===== src/rtl/dmux_stream.sv =====
// Registered 1-to-N stream demultiplexer with valid/ready on input and every output.
// Each channel is a one-entry register; broadcast loads all channels atomically.

module dmux_chan #(
  parameter int WIDTH = 16
) (
  input  logic             clk,
  input  logic             reset,
  input  logic             load,
  input  logic [WIDTH-1:0] din,
  input  logic             ready,
  output logic [WIDTH-1:0] data,
  output logic             valid
);
  // data only changes on load, so it holds while stalled
  always_ff @(posedge clk or posedge reset) begin
    if (reset) begin
      valid <= 1'b0;
      data  <= '0;
    end else if (load) begin
      valid <= 1'b1;
      data  <= din;
    end else if (ready) begin
      valid <= 1'b0;
    end
  end
endmodule

module dmux_stream #(
  parameter  int WIDTH    = 16,
  parameter  int CHANNELS = 8,
  localparam int SEL_W    = (CHANNELS > 1) ? $clog2(CHANNELS) : 1
) (
  input  logic                      clk,
  input  logic                      reset,
  input  logic [WIDTH-1:0]          in_data,
  input  logic [SEL_W-1:0]          in_sel,
  input  logic                      in_bcast,
  input  logic                      in_valid,
  output logic                      in_ready,
  output logic [CHANNELS*WIDTH-1:0] out_data,
  output logic [CHANNELS-1:0]       out_valid,
  input  logic [CHANNELS-1:0]       out_ready,
  output logic [7:0]                drop_cnt
);
  typedef struct packed {
    logic             bcast;
    logic [SEL_W-1:0] sel;
    logic [WIDTH-1:0] data;
  } req_t;

  req_t                req;
  logic [CHANNELS-1:0] tgt;
  logic [CHANNELS-1:0] free;
  logic                xfer;
  logic                drop;

  assign req = '{bcast: in_bcast, sel: in_sel, data: in_data};

  // An out-of-range select matches no channel, leaving the target set empty.
  assign free     = ~out_valid | out_ready;
  assign in_ready = &(free | ~tgt);
  assign xfer     = in_valid & in_ready;
  assign drop     = xfer & ~(|tgt);

  for (genvar k = 0; k < CHANNELS; k++) begin : g_ch
    assign tgt[k] = req.bcast | (req.sel == SEL_W'(k));

    dmux_chan #(.WIDTH(WIDTH)) u_ch (
      .clk   (clk),
      .reset (reset),
      .load  (xfer & tgt[k]),
      .din   (req.data),
      .ready (out_ready[k]),
      .data  (out_data[k*WIDTH +: WIDTH]),
      .valid (out_valid[k])
    );
  end

  always_ff @(posedge clk or posedge reset) begin
    if (reset)
      drop_cnt <= '0;
    else if (drop && drop_cnt != 8'hFF)
      drop_cnt <= drop_cnt + 8'd1;
  end
endmodule

===== config.mk =====
export PLATFORM = sky130hd
export DESIGN_NAME = dmux_stream
export DESIGN_NICKNAME = d
export VERILOG_FILES = /design/src/rtl/dmux_stream.sv
export SDC_FILE = /design/constraint.sdc
export NUM_CORES = 1
export LEC_CHECK = 0
export ABC_AREA = 0
export BUFFER_PORTS_ARGS = -buffer_cell sky130_fd_sc_hd__buf_4
export CORE_UTILIZATION = 50
export CTS_BUF_LIST = sky130_fd_sc_hd__clkbuf_4 sky130_fd_sc_hd__clkbuf_8
export CTS_CLUSTER_DIAMETER = 200
export DETAILED_ROUTE_END_ITERATION = 8
export GPL_TIMING_DRIVEN = 0
export PLACE_DENSITY_LB_ADDON = 0.12
export SYNTH_ARGS = -nofsm -noshare
export SYNTH_HDL_FRONTEND = slang
export SYNTH_HIERARCHICAL = 1
export SYNTH_SLANG_ARGS = --single-unit

===== constraint.sdc =====
create_clock -name clk -period 4.4 [get_ports clk]
set_input_delay 0.44 -clock clk [delete_from_list [all_inputs] [get_ports clk]]
set_output_delay 0.44 -clock clk [all_outputs]
set_load 0.005 [all_outputs]

======== Yosys cells after proc, flatten, opt, wreduce, memory -nomap -nowiden ========
Index checks and enable logic that the tools add are counted.
operators by class
  $add $sub $neg .......................... 1
  multiply operators ...................... 0
  div/mod/pow operators ................... 0
  $lt $le $gt $ge ......................... 0
  equal/unequal tests ..................... 8
  shift operators ......................... 0
  muxes and demuxes ....................... 16
  bitwise logic cells ..................... 23
  reductions and logical operators ........ 12
operator list
  kind                   number
  $mux W1                16
  $not A8 Y8             2
  $or A8 B8 Y8           2
  $reduce_bool A2 Y1     8
  $eq A3 B3 Y1 const B   4
  $and A1 B1 Y1          10
  $add A8 B1 Y8 const B  1
  $ne A8 B8 Y1 const B   1
  $or A1 B1 Y1           8
  $reduce_and A8 Y1      1
  $reduce_or A8 Y1       1
  $eq A3 B2 Y1 const B   2
  $eq A3 B1 Y1 const B   1
  $logic_not A3 Y1       1
  $logic_and A1 B1 Y1    1
  $not A1 Y1             1
storage, ports and cells
  register bits ........................... 144
  bits in latches ......................... 0
  RAM bits ................................ 0
  bits in read-only memories .............. 0
  output and inout bits ................... 145
  logic and storage cells ................. 77
  memories kept ........................... 0

======== Depth between registers and ports, before layout ========
  depth after elaboration ................. 8
  gate-level depth with buffers ........... 7
  mapped depth without buffers ............ 5

======== Cells and area by module ========
Netlist, hierarchy kept.
modules (own cells, without submodules)
  module       instances  cells an instance  area an instance (um^2)
  dmux_chan    8          38                 686.9
  dmux_stream  1          60                 533.0

======== Worst setup path after synthesis ========
Ideal clock, no wire load.
  path type ............................... input -> register
  from .................................... input port in_bcast
  to ...................................... register g_ch[0].u_ch.data[10]
  arrival ................................. 1.833 ns
  required time ........................... 4.275 ns
  path slack .............................. 2.442 ns
  stages on the path ...................... 7
  buffers on the path ..................... 3
  cell sequence ........................... buf_2 > o21ai_1 > o2111ai_4 > nor3_1 > buf_6 > buf_12 > mux2_4
between the ends
  longest elaborated chain between the ends .. 6
ends and longest elaborated chain
  item                  line  text
  start, declared       38    input logic in_bcast,
  $or A1 B1 Y1          67    assign tgt[k] = req.bcast | (req.sel == SEL_W'(k));
  $not A8 Y8            62    assign in_ready = &(free | ~tgt);
  $or A8 B8 Y8          62
  $reduce_and A8 Y1     62
  $and A1 B1 Y1         63    assign xfer = in_valid & in_ready;
  $and A1 B1 Y1 (*)     72    .load (xfer & tgt[k]),
  end signal, assigned  22    data <= din;
  end, declared         12    output logic [WIDTH-1:0] data,
Every way passes the cells marked *; elsewhere a longest branch is shown, timed or not.
A chain may end at the register's enable or synchronous reset.

======== Worst setup path after layout ========
  from .................................... register g_ch[2].u_ch.valid
  to ...................................... output port in_ready
between the ends
  longest elaborated chain between the ends .. 4
ends and longest elaborated chain
  item                    line  text
  start, declared         13    output logic valid
  start signal, assigned  18    valid <= 1'b0;
  start signal, assigned  21    valid <= 1'b1;
  start signal, assigned  24    valid <= 1'b0;
  $not A8 Y8              61    assign free = ~out_valid | out_ready;
  $or A8 B8 Y8            61
  $or A8 B8 Y8            62
  $reduce_and A8 Y1       62
  end, declared           40    output logic in_ready,
Every way passes these cells.

==> impl_metrics.csv <==
group,metric,value,unit
status,status,"finished with violations",
status,violations,"DRC",
critical_path,cp_max_fo,9,
sta,rsz0062_at_grt,"false",
floorplan,core,0.0116,mm²
clock_tree,clk_latency,0.45,ns
power_and_ir_drop,power_switching,1.45,mW
critical_path,setup.worst_path.end_class,"primary output",
yosys,ys_types,26,
power_and_ir_drop,pwr_density_cell,663,mW/mm²
run,drv_cap,0,
clock_tree,clock_sinks,144,
yosys,syn_avg_cell_area,16.6,µm²
yosys,synth_top_area_share,59.8,%
critical_path,reg2reg_depth,7,
yosys,netlist_area,0.00603,mm²
sta,worst_clock_skew,0.0125,ns
yosys,syn_inst,364,
sta,fin_tns_setup,0,ns
floorplan,fp.dieH,112,µm
global_routing,grt_antenna_before_repair,0,
drt,drc_errors,10,
placement,numPortBuffers,175,
floorplan,die_x,112,µm
power_and_ir_drop,p_seq_share,42.5,%
yosys,synth-seq-cells,144,
drt,antenna_left,0,
cells_and_area,fin_nets,590,
clock_tree,cts_buffer_depth,2,
power_and_ir_drop,pwr-share-comb,38.0,%
global_routing,grt_pass1_vias,3874,
cells_and_area,syn_to_final_growth,31.4,%
placement,globalplace.congestion,0.764,
power_and_ir_drop,pwr-share-clk,19.5,%
sta,period_minus_slack,2.06,ns
clock_tree,cts_buffers,17,
yosys,ys_seq_area_share,59.8,%
critical_path,path_class,"flip-flop to primary output",
clock_tree,htree_levels,4,
sta,drv_slew,0,
critical_path,r2r_slack,2.44,ns
sta,relSlewSlack,47.5,%
yosys,synth_top_cell_by_area,"dfrtp_1",
power_and_ir_drop,p_int,3.79,mW
yosys,synth.most_common_cell,"dfrtp_1",
critical_path,endpoint,"in_ready",
floorplan,die_area,0.0125,mm²
clock_tree,cts-root-buf,"clkbuf_8",
yosys,yosys-top-cells-area,"dfrtp_1, mux2_4, mux2_2, buf_12, buf_6",
global_routing,grt_use_total,23.9,%
global_routing,grt.overflow.total,0,
sta,fmax,487,MHz
cells_and_area,antenna_cells,0,
global_routing,grt_max_degree,18,
drt,dr_total_vias,3624,
drt,drt_iter0_drc,201,
clock_tree,cts.clk_slew.worst_paths,0.07,ns
yosys,syn_nets,395,
critical_path,worst_setup_path_start_kind,"flip-flop",
critical_path,r2r_end,"g_ch[7].u_ch/data[6]",
critical_path,r2r-start,"g_ch[2].u_ch/valid",
floorplan,io_pins,176,
cells_and_area,drive_gt1_share,64.3,%
yosys,yosys_warnings,6,
sta,setup_viol,0,
power_and_ir_drop,vdd_ir_drop_max,0.388,mV
sta,tightest_slew,0.787,ns
yosys,synth_common_cells,"dfrtp_1, mux2_4, mux2_2, inv_1",
sta,fin_crit_sh,46.7,%
power_and_ir_drop,p_leak,3.87,nW
power_and_ir_drop,switching_share,27.7,%
drt,drt-wirelength-per-cell,19.7,µm
drt,routed_wl,14100,µm
yosys,synth_edf_count,0,
drt,viasPerCell,5.07,
worst_hold_path,hp-class,"input port to flip-flop",
drt,dr.pass1.iters,6,
placement,dp_slack,2.12,ns
floorplan,initial_core_util,52.1,%
sta,hold_viol_final,0,
sta,worst_slack,2.34,ns
yosys,async_flop_share,100,%
critical_path,crit_required,3.96,ns
floorplan,rows,39,
clock_tree,cts_tree,"yes",
critical_path,worstSetupStartpoint,"g_ch[2].u_ch/valid",
yosys,synth_ff_type,"dfrtp_1",
global_routing,grt_pass1_wl,22000,µm
critical_path,worstPathArrival,1.62,ns
placement,hpwl,10100,µm
[registers in the layout (all words and copies together), names as in the netlist]
| register | count |
|---|---|
| g_ch.u_ch/data | 128 |
| g_ch.u_ch/valid | 8 |
| drop_cnt | 8 |
[power by group through the flow]
stage / combinational [mW] / sequential, mW / clock (mW)
after global placement: 1.98 / 2.22 / 0
after floorplan: 0.891 / 2.23 / 0
after global routing: 2.12 / 2.30 / 1.10
after CTS: 2.02 / 2.23 / 1.05
after detailed placement: 2.01 / 2.24 / 0
final: 1.99 / 2.23 / 1.02
[kinds of logic (layout without fill, tap and decap cells)]
group	after synthesis	count (layout)	share of synthesized area (%)
buffers and inverters	43	251	5.85
AOI/OAI and AO/OA	23	23	3.01
muxes	128	128	28.4
DFF	144	144	59.8
and+or+nand+nor	26	26	2.97
[metrics by stage]
stage | cell area (µm²) | util, % | hold slack (ns) | power [mW] | std cells
detailed placement | 7520 | 65.0 | 0.448 | 4.26 | 682
global placement | 7520 | 65.0 | 0.442 | 4.20 | 682
CTS | 7920 | 68.5 | 0.248 | 5.30 | 715
finish | 7920 | 68.5 | 0.279 | 5.25 | 715
floorplan | 6030 | - | 0.256 | 3.13 | 364
global route | 7920 | 68.5 | 0.267 | 5.53 | 715
[area by class of cell]
class	instances	area [µm²]
buffer	25	285
clock buffer	21	277
clock inverter	11	114
fill	837	3640
inverter	18	67.6
multi-input combinational	177	2070
sequential	144	3600
tap	143	179
timing repair buffer	176	1320
[how the worst min path moves through the flow]
stage	startpoint	endpoint	slack [ns]	depth (start not counted)
after floorplan	reset	drop_cnt[0]	0.26	1
after global placement	reset	drop_cnt[1]	0.44	2
after detailed placement	reset	drop_cnt[4]	0.45	2
after CTS	out_ready[1]	g_ch[1].u_ch/valid	0.25	3
after global routing	out_ready[0]	g_ch[0].u_ch/valid	0.27	3
final	out_ready[1]	g_ch[1].u_ch/valid	0.28	3
[placed cells by master (no fill, tap or decap), types with 3 or more instances in the layout]
| cell | synthesis | layout |
|---|---|---|
| clkbuf_1 | 8 | 8 |
| o21ai_2 | 3 | 3 |
| inv_1 | 18 | 18 |
| dfrtp_1 | 144 | 144 |
| buf_6 | 8 | 8 |
| o21ai_1 | 3 | 3 |
| mux2_2 | 56 | 56 |
| a21o_2 | 8 | 8 |
| clkinv_2 | 0 | 6 |
| nor3_1 | 8 | 8 |
| nor2b_1 | 6 | 6 |
| buf_4 | 0 | 175 |
| clkbuf_8 | 0 | 19 |
| o21ai_0 | 6 | 6 |
| mux2_4 | 72 | 72 |
| buf_12 | 8 | 8 |
[what timing repair did]
item	in CTS	in global routing
buffers inserted	0	0
resized for setup	0	0
endpoints found under the hold margin	8	0
hold buffers	1	0
[critical path, cell delays in order (launching register included)]
cell and delay [ns]:
dfrtp_1 0.40, nor2b_1 0.15, o21ai_1 0.14, o2111ai_4 0.22, nor2_1 0.14, buf_4 0.12
[per-layer routing]
metal	global-route usage, %	up-vias	share of wire (%)
li1	-	1650	-
met1	30.9	1840	43
met2	37.8	119	48
met3	8.00	15	7.2
met4	8.02	0	1.4
met5	0	-	0
(Power assumes the default switching activity.)
